==> config.mk <==
export PLATFORM = sky130hd
export DESIGN_NAME = rv32_decode_stage
export DESIGN_NICKNAME = d
export VERILOG_FILES = /design/src/rtl/rv32_decode_stage.sv
export SDC_FILE = /design/constraint.sdc
export NUM_CORES = 1
export LEC_CHECK = 0
export BUFFER_PORTS_ARGS = -buffer_cell sky130_fd_sc_hd__buf_2
export CORE_MARGIN = 3
export CORE_UTILIZATION = 30
export CTS_CLUSTER_DIAMETER = 200
export DETAILED_ROUTE_END_ITERATION = 7
export GPL_TIMING_DRIVEN = 0
export PLACE_DENSITY = 0.48
export SYNTH_ARGS = -nofsm -noshare
export SYNTH_HDL_FRONTEND = slang
export SYNTH_SLANG_ARGS = --single-unit
export TNS_END_PERCENT = 5
==> constraint.sdc <==
create_clock -name clk -period 10.9 [get_ports clk]
set_clock_uncertainty 0.05 [all_clocks]
set_input_delay 0.545 -clock clk [delete_from_list [all_inputs] [get_ports clk]]
set_output_delay 0.545 -clock clk [all_outputs]
set_load 0.01 [all_outputs]
==> src/rtl/rv32_decode_stage.sv <==
`default_nettype none
// +----------------------------------------------------------------------------+
// | rv32_decode_stage: RV32I/Zicsr decoder feeding a skid FIFO, multi-hart tag |
// | Revision: 1.0                                                              |
// +----------------------------------------------------------------------------+
module rv32_decode_stage #(
  parameter int XPR_LEN        = 32,
  parameter int HART_CNT_WIDTH = 3,
  parameter int SKID_DEPTH     = 2,
  parameter int EN_CSR         = 1,
  parameter int ILL_CNT_WIDTH  = 16
) (
  input  logic                      clk,
  input  logic                      rst_n,
  input  logic                      in_valid,
  output logic                      in_ready,
  input  logic [XPR_LEN-1:0]        in_instr,
  input  logic [XPR_LEN-1:0]        in_pc,
  input  logic [HART_CNT_WIDTH-1:0] in_hart,
  input  logic                      flush,
  output logic                      out_valid,
  input  logic                      out_ready,
  output logic [5:0]                out_opcode,
  output logic [XPR_LEN-1:0]        out_imm,
  output logic [11:0]               out_csr,
  output logic [4:0]                out_rs1,
  output logic [4:0]                out_rs2,
  output logic [4:0]                out_rd,
  output logic [5:0]                out_type,
  output logic                      out_illegal,
  output logic [XPR_LEN-1:0]        out_pc,
  output logic [HART_CNT_WIDTH-1:0] out_hart,
  output logic [ILL_CNT_WIDTH-1:0]  ill_cnt
);

  localparam logic [6:0] OPC_LOAD   = 7'b0000011;
  localparam logic [6:0] OPC_MISC   = 7'b0001111;
  localparam logic [6:0] OPC_OPIMM  = 7'b0010011;
  localparam logic [6:0] OPC_AUIPC  = 7'b0010111;
  localparam logic [6:0] OPC_STORE  = 7'b0100011;
  localparam logic [6:0] OPC_OP     = 7'b0110011;
  localparam logic [6:0] OPC_LUI    = 7'b0110111;
  localparam logic [6:0] OPC_BRANCH = 7'b1100011;
  localparam logic [6:0] OPC_JALR   = 7'b1100111;
  localparam logic [6:0] OPC_JAL    = 7'b1101111;
  localparam logic [6:0] OPC_SYSTEM = 7'b1110011;

  localparam logic [5:0] T_R = 6'h20, T_I = 6'h10, T_S = 6'h08, T_B = 6'h04;
  localparam logic [5:0] T_U = 6'h02, T_J = 6'h01, T_NONE = 6'h00, T_UNK = 6'h3F;

  localparam logic [5:0] LB = 6'h00, LH = 6'h01, LW = 6'h02, LBU = 6'h03, LHU = 6'h04;
  localparam logic [5:0] SB = 6'h05, SH = 6'h06, SW = 6'h07;
  localparam logic [5:0] SLL = 6'h08, SLLI = 6'h09, SRL = 6'h0A, SRLI = 6'h0B;
  localparam logic [5:0] SRA = 6'h0C, SRAI = 6'h0D, ADD = 6'h0E, ADDI = 6'h0F;
  localparam logic [5:0] SUB = 6'h10, LUI = 6'h11, AUIPC = 6'h12, XOR_ = 6'h13;
  localparam logic [5:0] XORI = 6'h14, OR_ = 6'h15, ORI = 6'h16, AND_ = 6'h17;
  localparam logic [5:0] ANDI = 6'h18, SLT = 6'h19, SLTI = 6'h1A, SLTU = 6'h1B;
  localparam logic [5:0] SLTIU = 6'h1C, BEQ = 6'h1D, BNE = 6'h1E, BLT = 6'h1F;
  localparam logic [5:0] BGE = 6'h20, BLTU = 6'h21, BGEU = 6'h22, JAL = 6'h23;
  localparam logic [5:0] JALR = 6'h24, FENCE = 6'h25, FENCEI = 6'h26;
  localparam logic [5:0] CSRRW = 6'h27, CSRRS = 6'h28, CSRRC = 6'h29;
  localparam logic [5:0] CSRRWI = 6'h2A, CSRRSI = 6'h2B, CSRRCI = 6'h2C;
  localparam logic [5:0] ECALL = 6'h2D, EBREAK = 6'h2E, ERET = 6'h2F, WFI = 6'h30;
  localparam logic [5:0] MRET = 6'h31, NOP = 6'h32, UNKNOWN = 6'h3F;

  typedef struct packed {
    logic [5:0]                opcode;
    logic [XPR_LEN-1:0]        imm;
    logic [11:0]               csr;
    logic [4:0]                rs1;
    logic [4:0]                rs2;
    logic [4:0]                rd;
    logic [5:0]                typ;
    logic                      illegal;
    logic [XPR_LEN-1:0]        pc;
    logic [HART_CNT_WIDTH-1:0] hart;
  } entry_t;

  // ---------------------------------------------------------------- decode
  logic [2:0]         f3;
  logic [6:0]         f7;
  logic [XPR_LEN-1:0] imm_i, imm_s, imm_b, imm_u, imm_j, imm_sh, imm_z;
  logic               ok;
  logic [5:0]         d_op, d_type;
  logic [XPR_LEN-1:0] d_imm;
  entry_t             dec;

  assign f3     = in_instr[14:12];
  assign f7     = in_instr[31:25];
  assign imm_i  = {{(XPR_LEN-12){in_instr[31]}}, in_instr[31:20]};
  assign imm_s  = {{(XPR_LEN-12){in_instr[31]}}, in_instr[31:25], in_instr[11:7]};
  assign imm_b  = {{(XPR_LEN-12){in_instr[31]}}, in_instr[7], in_instr[30:25],
                   in_instr[11:8], 1'b0};
  assign imm_u  = {in_instr[31:12], 12'b0};
  assign imm_j  = {{(XPR_LEN-20){in_instr[31]}}, in_instr[19:12], in_instr[20],
                   in_instr[30:21], 1'b0};
  assign imm_sh = {{(XPR_LEN-5){1'b0}}, in_instr[24:20]};
  assign imm_z  = {{(XPR_LEN-5){1'b0}}, in_instr[19:15]};

  always_comb begin
    ok     = 1'b1;
    d_op   = UNKNOWN;
    d_type = T_I;
    d_imm  = imm_i;
    case (in_instr[6:0])
      OPC_LOAD: begin
        case (f3)
          3'd0: d_op = LB;
          3'd1: d_op = LH;
          3'd2: d_op = LW;
          3'd4: d_op = LBU;
          3'd5: d_op = LHU;
          default: ok = 1'b0;
        endcase
      end
      OPC_STORE: begin
        d_type = T_S;
        d_imm  = imm_s;
        case (f3)
          3'd0: d_op = SB;
          3'd1: d_op = SH;
          3'd2: d_op = SW;
          default: ok = 1'b0;
        endcase
      end
      OPC_OPIMM: begin
        case (f3)
          3'd0: d_op = ADDI;
          3'd1: begin d_op = SLLI; d_imm = imm_sh; ok = (f7 == 7'h00); end
          3'd2: d_op = SLTI;
          3'd3: d_op = SLTIU;
          3'd4: d_op = XORI;
          3'd5: begin
            d_imm = imm_sh;
            d_op  = (f7 == 7'h20) ? SRAI : SRLI;
            ok    = (f7 == 7'h00) || (f7 == 7'h20);
          end
          3'd6: d_op = ORI;
          default: d_op = ANDI;
        endcase
      end
      OPC_OP: begin
        d_type = T_R;
        d_imm  = '0;
        case ({f7, f3})
          {7'h00, 3'd0}: d_op = ADD;
          {7'h20, 3'd0}: d_op = SUB;
          {7'h00, 3'd1}: d_op = SLL;
          {7'h00, 3'd2}: d_op = SLT;
          {7'h00, 3'd3}: d_op = SLTU;
          {7'h00, 3'd4}: d_op = XOR_;
          {7'h00, 3'd5}: d_op = SRL;
          {7'h20, 3'd5}: d_op = SRA;
          {7'h00, 3'd6}: d_op = OR_;
          {7'h00, 3'd7}: d_op = AND_;
          default: ok = 1'b0;
        endcase
      end
      OPC_LUI:   begin d_op = LUI;   d_type = T_U; d_imm = imm_u; end
      OPC_AUIPC: begin d_op = AUIPC; d_type = T_U; d_imm = imm_u; end
      OPC_JAL:   begin d_op = JAL;   d_type = T_J; d_imm = imm_j; end
      OPC_JALR:  begin d_op = JALR;  ok = (f3 == 3'd0); end
      OPC_BRANCH: begin
        d_type = T_B;
        d_imm  = imm_b;
        case (f3)
          3'd0: d_op = BEQ;
          3'd1: d_op = BNE;
          3'd4: d_op = BLT;
          3'd5: d_op = BGE;
          3'd6: d_op = BLTU;
          3'd7: d_op = BGEU;
          default: ok = 1'b0;
        endcase
      end
      OPC_MISC: begin
        case (f3)
          3'd0: d_op = FENCE;
          3'd1: d_op = FENCEI;
          default: ok = 1'b0;
        endcase
      end
      OPC_SYSTEM: begin
        if (f3 == 3'd0) begin
          // Privileged ops are matched on the whole word, not just funct12.
          case (in_instr[31:0])
            32'h00000073: d_op = ECALL;
            32'h00100073: d_op = EBREAK;
            32'h10200073: d_op = ERET;
            32'h10500073: d_op = WFI;
            32'h30200073: d_op = MRET;
            default: ok = 1'b0;
          endcase
        end else if (EN_CSR != 0) begin
          case (f3)
            3'd1: d_op = CSRRW;
            3'd2: d_op = CSRRS;
            3'd3: d_op = CSRRC;
            3'd5: begin d_op = CSRRWI; d_imm = imm_z; end
            3'd6: begin d_op = CSRRSI; d_imm = imm_z; end
            3'd7: begin d_op = CSRRCI; d_imm = imm_z; end
            default: ok = 1'b0;
          endcase
        end else begin
          ok = 1'b0;
        end
      end
      default: ok = 1'b0;
    endcase

    if (in_instr == '0) begin
      ok     = 1'b1;
      d_op   = NOP;
      d_type = T_NONE;
      d_imm  = '0;
    end else if (!ok) begin
      d_op   = UNKNOWN;
      d_type = T_UNK;
      d_imm  = '0;
    end

    dec         = '0;
    dec.opcode  = d_op;
    dec.imm     = d_imm;
    dec.csr     = in_instr[31:20];
    dec.rs1     = in_instr[19:15];
    dec.rs2     = in_instr[24:20];
    dec.rd      = in_instr[11:7];
    dec.typ     = d_type;
    dec.illegal = !ok;
    dec.pc      = in_pc;
    dec.hart    = in_hart;
  end

  // ---------------------------------------------------------------- skid FIFO
  localparam int AW = (SKID_DEPTH > 1) ? $clog2(SKID_DEPTH) : 1;
  localparam int CW = $clog2(SKID_DEPTH + 1);
  localparam logic [CW-1:0] DEPTH_C  = CW'(SKID_DEPTH);
  localparam logic [AW-1:0] LAST_PTR = AW'(SKID_DEPTH - 1);

  entry_t        mem [SKID_DEPTH];
  logic [AW-1:0] wr_ptr, rd_ptr;
  logic [CW-1:0] count;
  logic          push, pop;
  entry_t        head;

  assign in_ready  = (count != DEPTH_C);
  assign out_valid = (count != '0);
  assign push      = in_valid && in_ready && !flush;
  assign pop       = out_valid && out_ready && !flush;
  assign head      = mem[rd_ptr];

  always_ff @(posedge clk) begin
    if (!rst_n) begin
      for (int i = 0; i < SKID_DEPTH; i++) mem[i] <= '0;
      wr_ptr  <= '0;
      rd_ptr  <= '0;
      count   <= '0;
      ill_cnt <= '0;
    end else if (flush) begin
      wr_ptr <= '0;
      rd_ptr <= '0;
      count  <= '0;
    end else begin
      if (push) begin
        mem[wr_ptr] <= dec;
        wr_ptr      <= (wr_ptr == LAST_PTR) ? '0 : wr_ptr + 1'b1;
        if (dec.illegal && (ill_cnt != '1)) ill_cnt <= ill_cnt + 1'b1;
      end
      if (pop) rd_ptr <= (rd_ptr == LAST_PTR) ? '0 : rd_ptr + 1'b1;
      case ({push, pop})
        2'b10:   count <= count + 1'b1;
        2'b01:   count <= count - 1'b1;
        default: count <= count;
      endcase
    end
  end

  assign out_opcode  = head.opcode;
  assign out_imm     = head.imm;
  assign out_csr     = head.csr;
  assign out_rs1     = head.rs1;
  assign out_rs2     = head.rs2;
  assign out_rd      = head.rd;
  assign out_type    = head.typ;
  assign out_illegal = head.illegal;
  assign out_pc      = head.pc;
  assign out_hart    = head.hart;

endmodule
`default_nettype wire

==> flow_summary.json <==
{
  "netlist_area_um2": 11000,
  "gp_routability_congestion": 0.865,
  "clockBufferDepth": 3,
  "synth.most_common_cell": "edfxtp_1",
  "critPathMaxFanout": 10,
  "placed_area_um2": 12800,
  "max_freq_mhz": 301,
  "dieArea_um2": 39100,
  "synth_enable_flop_cells": 204,
  "antenna_found_initial": 3,
  "fin_nets": 1219,
  "hold_viol": 0,
  "drcViolationCount": 0,
  "crit_slowest_cell": "clkbuf_1",
  "final_layout_size_suffix_gt1_share_pct": 32.7,
  "synth_top_flop_cell": "edfxtp_1",
  "fin_crit_ns": 3.32,
  "path_clk_slew_ns": 0.06,
  "critPathLaunchType": "flop",
  "grt_max_degree": 61,
  "ios": 197,
  "max_slew_margin_pct": 35.3,
  "initial_core_util_pct": 30.7,
  "place_ws_ns": 7.12,
  "crit_arrival_ns": 2.73,
  "portBuffers": 192,
  "cts_resized": 0,
  "worst_slack_ns": 7.58,
  "synthToLayoutAreaGrowth_pct": 22.9,
  "synth_seq_area_share_pct": 59.3,
  "postRouteAntennaNets": 0,
  "status": "finished clean",
  "max_cap_violations": 0,
  "worstPathCellList": "clkbuf_1 -> clkbuf_1 -> mux2_2 -> buf_4 -> buf_2",
  "setup_tns_ns": 0,
  "avgRoutedWirePerCell_um": 20.4,
  "drt-total-wl_mm": 33.2,
  "cts_setup_buffers": 0,
  "finalMaxSlewViolations": 0,
  "p_leak_uw": 0.00532,
  "path_buf_inv": 4,
  "worstMarginPinSlew_ns": 0.964,
  "rows": 69,
  "synthCells": 916,
  "grt_overflow": 0,
  "clock_sinks": 225,
  "critPathMaxStageDelay_ns": 0.60,
  "rsz0062_at_grt": "false",
  "final_area_um2": 13600,
  "ys_ff_latch": 225,
  "drt_iter0_markers": 526,
  "track_usage_pct": 16.3,
  "die_h_um": 198,
  "insertion_delay_ns": 0.51,
  "core_um2": 35900,
  "ys_types": 68,
  "finalCritPeriodShare_pct": 30.5,
  "crit_top_cell": "clkbuf_1",
  "grt_pass1_vias": 7964,
  "synth_area_leaders": "edfxtp_1, mux2_2, and2_1",
  "ir_worst_vdd_mv": 0.0861,
  "synth_top_area_cell": "edfxtp_1",
  "cp-end-kind": "primary output",
  "crit_family": "buffers and inverters",
  "dr_total_vias": 8107,
  "fin_util_pct": 37.8,
  "cts-htree-levels": 1,
  "setup_viol": 0,
  "yosysTopAreaCellShare_pct": 55.5,
  "path_class": "flop to primary output",
  "power.density_nw_per_um2": 148,
  "worst_ep_required_time_ns": 10.31,
  "async_flop_share_pct": 0,
  "dp_hpwl_mm": 24.1,
  "clockRootBuffer": "clkbuf_16",
  "cts_tree": "yes",
  "fin_cells": 1626,
  "avgSynthCellArea_um2": 12.1,
  "hold_path.class": "primary input to flop",
  "postCtsHoldBufs": 0,
  "drtPass1Iterations": 5,
  "placed_cells": 1577,
  "synthTopCellsByCount": "edfxtp_1, and2_1, mux2_2",
  "syn-num-nets": 990,
  "drt-vias-per-instance": 4.99,
  "grt_pass1_wl_mm": 49.1,
  "yosys_warnings": 0,
  "die-width_um": 198,
  "cts_buffers": 27
}
worst paths after layout:
path            endpoint  cells after the start  slack (ns)   startpoint
max reg2reg  mem[1][101]                      7        8.22     count[0]
min            mem[0][0]                      2        0.25   in_hart[0]
min reg2reg  ill_cnt[15]                      2        0.44  ill_cnt[15]
max           out_rs2[2]                      5        7.58         flop
cell families (layout without fill, tap and decap cells):
logic type | Yosys count | count (layout) | share of synthesized area [%]
muxes | 105 | 105 | 10.7
adders and majority gates | 2 | 2 | 0.227
buffers and inverters | 71 | 319 | 3.00
xor gates and xnor gates | 9 | 9 | 0.714
AOI/OAI and AO/OA | 145 | 145 | 8.32
other | 0 | 1 | 0
DFF | 225 | 225 | 59.3
and+or+nand+nor | 359 | 359 | 17.8
layout by cell type (no fill, tap or decap), types with 5 or more instances in the layout:
master / instances
nor2_1: 57
or4_1: 6
buf_2: 205
clkbuf_16: 27
nor2b_1: 6
mux2_2: 102
o211ai_1: 7
and2_1: 132
and3_1: 8
nand4_1: 9
nand2b_1: 14
dfxtp_1: 21
nand2_1: 62
buf_4: 8
clkinv_1: 8
xor2_1: 5
nand3_1: 20
o31ai_1: 7
o21ai_0: 19
inv_1: 7
nor3_1: 9
clkinv_2: 5
a21oi_1: 73
edfxtp_1: 204
clkbuf_1: 41
nor4_1: 10
final cells by class:
class	count	area [um^2]
antenna	1	2.50
buffer	63	302
clock buffer	33	698
clock inverter	15	98.8
fill	3575	22300
inverter	8	30.0
multi-input combinational	620	4190
sequential	225	6550
tap	461	577
timing repair buffer	200	1130
metrics by stage:
| step | power [uW] | hold WS (ns) |
|---|---|---|
| floorplan | 1120 | 0.417 |
| global placement | 1220 | 0.414 |
| detailed placement | 1210 | 0.434 |
| CTS | 2040 | 0.223 |
| global route | 2100 | 0.237 |
| finish | 2010 | 0.252 |
worst reg2reg max path, stage by stage (launching register included):
cell      delay (ns)
dfxtp_1         0.34
nand2b_1        0.16
nand2_1         0.20
nor2_1          0.09
nand2_1         0.12
clkbuf_1        0.46
nand2_4         0.51
buf_16          0.44
layer usage:
layer / global-route usage [%] / wire, um / part of all wire [%] / vias up
met5: 0 / 24 / 0.072 / -
met4: 4.09 / 651 / 2.0 / 4
met3: 2.98 / 1970 / 5.9 / 42
met1: 22.7 / 15100 / 46 / 3984
met2: 26.4 / 15400 / 46 / 242
li1: - / - / - / 3835
power by group:
part,internal [uW],leakage (uW),switching (uW),total (uW)
registers,986,0.00227,10.7,997
logic,78.2,0.00265,119,198
clock network,475,0.000393,343,818
total,1540,0.00532,473,2010
flip-flops by register name (all words and copies together), names as in the netlist, named ones only:
name / flops
mem: 204
ill_cnt: 16
rd_ptr: 1
count: 2
wr_ptr: 1
(Power assumes the default switching activity.)
